--- src/rtl/cpu_pkg.sv ---
// Shared pipeline types and widths used by fetch and later pipeline latches.
package cpu_pkg;

  localparam int unsigned PC_W       = 12;
  localparam int unsigned INST_W     = 32;
  localparam int unsigned OPCODE_MSB = 31;
  localparam int unsigned OPCODE_LSB = 27;

  localparam logic [OPCODE_MSB-OPCODE_LSB:0] HALT_OPCODE_DEF = 5'b11111;
  localparam logic [INST_W-1:0]              NOP_WORD_DEF    = 32'h0000_0000;

  typedef enum logic [1:0] {
    BOOT,
    RUN,
    HALTED
  } fetch_state_t;

endpackage

--- src/rtl/fetch_stage_pc_reg.sv ---
// Write-enabled register with asynchronous active-low reset to a fixed value.
module pc_reg
  import cpu_pkg::*;
#(
  parameter int unsigned  W         = PC_W,
  parameter logic [W-1:0] RESET_VAL = '0
) (
  input  logic         clk_i,
  input  logic         rst_ni,
  input  logic         we_i,
  input  logic [W-1:0] d_i,
  output logic [W-1:0] q_o
);

  logic [W-1:0] q_q;

  always_ff @(posedge clk_i or negedge rst_ni) begin
    if (!rst_ni) begin
      q_q <= RESET_VAL;
    end else if (we_i) begin
      q_q <= d_i;
    end
  end

  assign q_o = q_q;

endmodule

--- src/rtl/fetch_stage.sv ---
// Instruction-fetch stage: owns the PC, drives the sync ROM address and feeds the F/D latch.
module fetch_stage
  import cpu_pkg::*;
#(
  parameter logic [PC_W-1:0]                 RESET_PC    = 12'd0,
  parameter logic [OPCODE_MSB-OPCODE_LSB:0]  HALT_OPCODE = HALT_OPCODE_DEF,
  parameter logic [INST_W-1:0]               NOP_WORD    = NOP_WORD_DEF
) (
  input  logic              clock,
  input  logic              reset,
  input  logic              stall,
  input  logic              redirectValid,
  input  logic [PC_W-1:0]   redirectTarget,
  output logic [PC_W-1:0]   imemAddr,
  input  logic [INST_W-1:0] imemData,
  output logic [INST_W-1:0] instOut,
  output logic [PC_W-1:0]   seqNextPcOut,
  output logic              fdEnable,
  output logic              validOut,
  output logic              halted,
  output logic [31:0]       fetchCount
);

  localparam logic [PC_W-1:0] PC_ONE = 1;

  fetch_state_t    state_q, state_d;
  logic [PC_W-1:0] pc_q, pc_d;
  logic [31:0]     fetch_count_q, fetch_count_d;

  pc_reg #(
    .W         (PC_W),
    .RESET_VAL (RESET_PC)
  ) u_pc_reg (
    .clk_i  (clock),
    .rst_ni (reset),
    .we_i   (fdEnable),
    .d_i    (pc_d),
    .q_o    (pc_q)
  );

  always_ff @(posedge clock or negedge reset) begin
    if (!reset) begin
      state_q       <= BOOT;
      fetch_count_q <= '0;
    end else begin
      state_q       <= state_d;
      fetch_count_q <= fetch_count_d;
    end
  end

  // Every path that moves the PC also raises fdEnable, so fdEnable doubles as the PC write enable.
  always_comb begin
    state_d  = state_q;
    pc_d     = pc_q;
    instOut  = NOP_WORD;
    validOut = 1'b0;
    fdEnable = 1'b1;
    halted   = 1'b0;
    unique case (state_q)
      BOOT: begin
        state_d = RUN;
      end
      RUN: begin
        if (redirectValid) begin
          pc_d = redirectTarget;
        end else begin
          instOut  = imemData;
          validOut = 1'b1;
          if (stall) begin
            fdEnable = 1'b0;
          end else begin
            pc_d = pc_q + PC_ONE;
            if (imemData[OPCODE_MSB:OPCODE_LSB] == HALT_OPCODE) begin
              state_d = HALTED;
            end
          end
        end
      end
      HALTED: begin
        halted = 1'b1;
        if (redirectValid) begin
          pc_d    = redirectTarget;
          state_d = RUN;
        end
      end
      default: begin
        state_d = BOOT;
      end
    endcase
  end

  always_comb begin
    fetch_count_d = fetch_count_q;
    if (validOut && fdEnable) begin
      fetch_count_d = fetch_count_q + 32'd1;
    end
  end

  assign imemAddr     = pc_d;
  assign seqNextPcOut = pc_q + PC_ONE;
  assign fetchCount   = fetch_count_q;

endmodule

--- config.mk ---
export PLATFORM = sky130hd
export DESIGN_NAME = fetch_stage
export DESIGN_NICKNAME = d
export VERILOG_FILES = /design/src/rtl/cpu_pkg.sv /design/src/rtl/fetch_stage_pc_reg.sv /design/src/rtl/fetch_stage.sv
export SDC_FILE = /design/constraint.sdc
export NUM_CORES = 1
export LEC_CHECK = 0
export ABC_AREA = 0
export CORE_UTILIZATION = 44
export DETAILED_ROUTE_END_ITERATION = 7
export PLACE_DENSITY = 0.87
export REMOVE_ABC_BUFFERS = 1
export SLEW_MARGIN = 20
export SYNTH_ARGS = -nofsm -noshare
export SYNTH_HDL_FRONTEND = slang
export SYNTH_SLANG_ARGS = --single-unit
--- constraint.sdc ---
create_clock -name clock -period 3.9 [get_ports clock]
set_input_delay 0.585 -clock clock [delete_from_list [all_inputs] [get_ports clock]]
set_output_delay 0.585 -clock clock [all_outputs]
set_load 0.03 [all_outputs]
==> results_dict.tcl <==
set metrics [dict create \
    synth_compound_area_share_pct 12.8 \
    holdWs_ns 0.269 \
    die_w_microns 82.6 \
    rsz0062_at_grt "no" \
    synth_edf_count 0 \
    vias 2831 \
    setup_violations 0 \
    initial_core_util_pct 46.9 \
    die_h_microns 82.6 \
    placed_area_sq_mm 0.00424 \
    syn_to_final_growth_pct 51.4 \
    drt-total-wl_microns 8230 \
    netlist.area_leader.share_pct 40.3 \
    crit_slowest_cell "clkdlybuf4s50_1" \
    synthAdderAreaFrac_pct 2.63 \
    holdCritPathClass "primary input to asynchronous set/reset pin" \
    worstSetupStartpointType "flip-flop" \
    hold_buffers 0 \
    relSlewSlack_pct 60.2 \
    cts_setup_buffers 0 \
    post-synth-top-count-cell "dfrtp_1" \
    grt_pass1_vias 2663 \
    h-tree-depth 2 \
    status "completed" \
    dp_hpwl_microns 6350 \
    synth_common_cells "dfrtp_1, and2_1, xnor2_1" \
    die_area_sq_mm 0.00682 \
    grt_max_degree 47 \
    synth_xor_area_share_pct 12.9 \
    ys.flop_type "dfrtp_1" \
    ys_ff_latch 46 \
    synthArstFlopShare_pct 100 \
    hold_viol 0 \
    grt_pass1_wl_microns 12700 \
    fmax_mhz 284 \
    required_ns 3.31 \
    drive_above_1_share_pct 14.3 \
    synthesis.instances 311 \
    synth_top_area_cell "dfrtp_1" \
    min_period_ns 3.52 \
    cp_cell_sequence "inv_1, ha_1, a21oi_1, o21ai_1, o21bai_1, a21o_1, clkdlybuf4s50_1" \
    syn_avg_cell_area_sq_um 9.19 \
    arrival_ns 2.93 \
    path_class "flip-flop to primary output" \
    vias_per_cell 5.41 \
    cts.sinks 46 \
    diodes 0 \
    drv_slew 0 \
    grt_usage_pct 24.4 \
    setup_tns_ns 0 \
    powerDensity_mw_per_mm2 558 \
    final_area_sq_mm 0.00433 \
    seq_area_frac_synth_pct 40.3 \
    cts_buffer_depth 2 \
    drc_errors 0 \
    ys_warn_count 0 \
    cp_max_fo 17 \
    finalPower_w 0.00241 \
    coreArea_sq_mm 0.00610 \
    cts_tree "yes" \
    p_leak_nw 1.85 \
    drtAntennaViolNets 0 \
    first_pass_iters 5 \
    wl_per_cell_microns 15.7 \
    nFillCells 467 \
    cts_buffers 5 \
    cts.clk_slew.worst_paths_ns 0.09 \
    synth_top_family_by_area "simple AND/OR/NAND/NOR gates" \
    max_cap_viol_count 0 \
    fin_nets 501 \
    critPathMaxStageDelay_ns 0.66 \
    clk_latency_ns 0.30 \
    synth.top_cells.by_area "dfrtp_1, xnor2_1, and2_1, nand4_1, o21ai_0" \
    syn_area_sq_mm 0.00286 \
    crit_path_end_kind "primary output" \
    synthSimpleGateAreaFrac_pct 26.5 \
    pin_count 139 \
    ir_drop_uv 487 \
    synthMuxAreaShare_pct 1.44 \
    grt_antenna_before_repair 0 \
    netlist-cell-type-count 45 \
    clock_skew_ns 0.00353 \
    portBuffers 138 \
    period_share_pct 90.3 \
    overflow 0 \
    rows 28 \
    ctsResizeCount 0 \
    tightest_slew_ns 0.594 \
    critPathBufInv 2 \
    cp_top_family "compound AO/OA/AOI/OAI gates" \
    drt_iter0_drc 288 \
    cts-root-buf "clkbuf_8" \
    gp_congestion 0.838 \
]
cell usage in the layout, fill, tap and decap left out, types with 4 or more instances in the layout:
cell type	Yosys	layout
a21oi_1	7	7
a31o_2	6	6
and2_1	33	33
and3_1	5	5
buf_4	0	45
clkbuf_8	0	5
clkdlybuf4s50_1	0	99
dfrtp_1	46	46
ha_1	6	6
inv_1	10	10
nand2_1	23	23
nand3_1	15	15
nand4_1	18	18
nor2_1	12	12
nor3_1	6	6
nor4_1	4	4
o21ai_0	18	18
xnor2_1	33	33
xor2_1	9	9
routing by layer:
layer  global-route usage (%)  vias to the layer above  wire length, microns
met5                        0                        -                     0
met4                     7.41                        0                   143
met3                     3.19                       13                   430
met2                     41.0                       97                  4080
met1                     32.7                     1345                  3580
li1                         -                     1376                     -
flip-flops by register name, summed over array words and instances, names as in the netlist:
signal and flops:
u_pc_reg.q_o 12, state_q 2, fetchCount 32
worst paths after layout:
path	depth (start not counted)	slack, ns	start	end
worst max-delay path	7	0.38	state_q[1]	imemAddr[7]
worst min-delay path	1	0.27	reset	fetchCount[28]
worst max register to register	7	1.26	state_q[1]	fetchCount[23]
worst min register to register	1	0.49	fetchCount[31]	fetchCount[31]
max in group asynchronous	1	3.23	reset	u_pc_reg.q_o[9]
min in group clock	1	0.49	fetchCount[31]	fetchCount[31]
cells by family after synthesis:
logic type,after synthesis
AND/OR/NAND/NOR,132
multiplexers,4
XOR/XNOR,42
AO/OA/AOI/OAI,55
buffers and inverters,26
flip-flops,46
adder cells (fa/ha/maj),6
area by class of cell:
type	instances	area, sq um	share of cell area (%)
flip-flops and latches	46	1150	26.6
clock buffers	5	68.8	1.59
multi-input cells	239	1610	37.1
clock inverters	3	21.3	0.491
well taps	75	93.8	2.17
inverters	10	37.5	0.867
repair buffers	145	1350	31.2
power by group:
group	leakage [nW]	internal, W	total, W	switching, W
clock network	0.0441	0.000126	0.000298	0.000172
logic	1.18	0.000588	0.00144	0.000855
registers	0.627	0.000560	0.000672	0.000111
total	1.85	0.00127	0.00241	0.00114
per-stage QoR:
step	utilization, %	worst slack [ns]	instances
2_1_floorplan	-	0.408	295
3_3_place_gp	69.5	0.460	515
3_5_place_dp	69.5	0.466	515
4_1_cts	71.0	0.435	523
5_1_grt	71.0	0.209	523
6_report	71.0	0.380	523
worst register-to-register path: cells and delay by family, from the launching register on:
family,cells,cell delay [ns]
xor gates and xnor gates,1,0.16
adders and majority gates,1,0.52
buffers and inverters,2,0.29
DFF,1,0.41
and+or+nand+nor,3,1.16
Note: power is estimated with default switching activity, not from simulation.
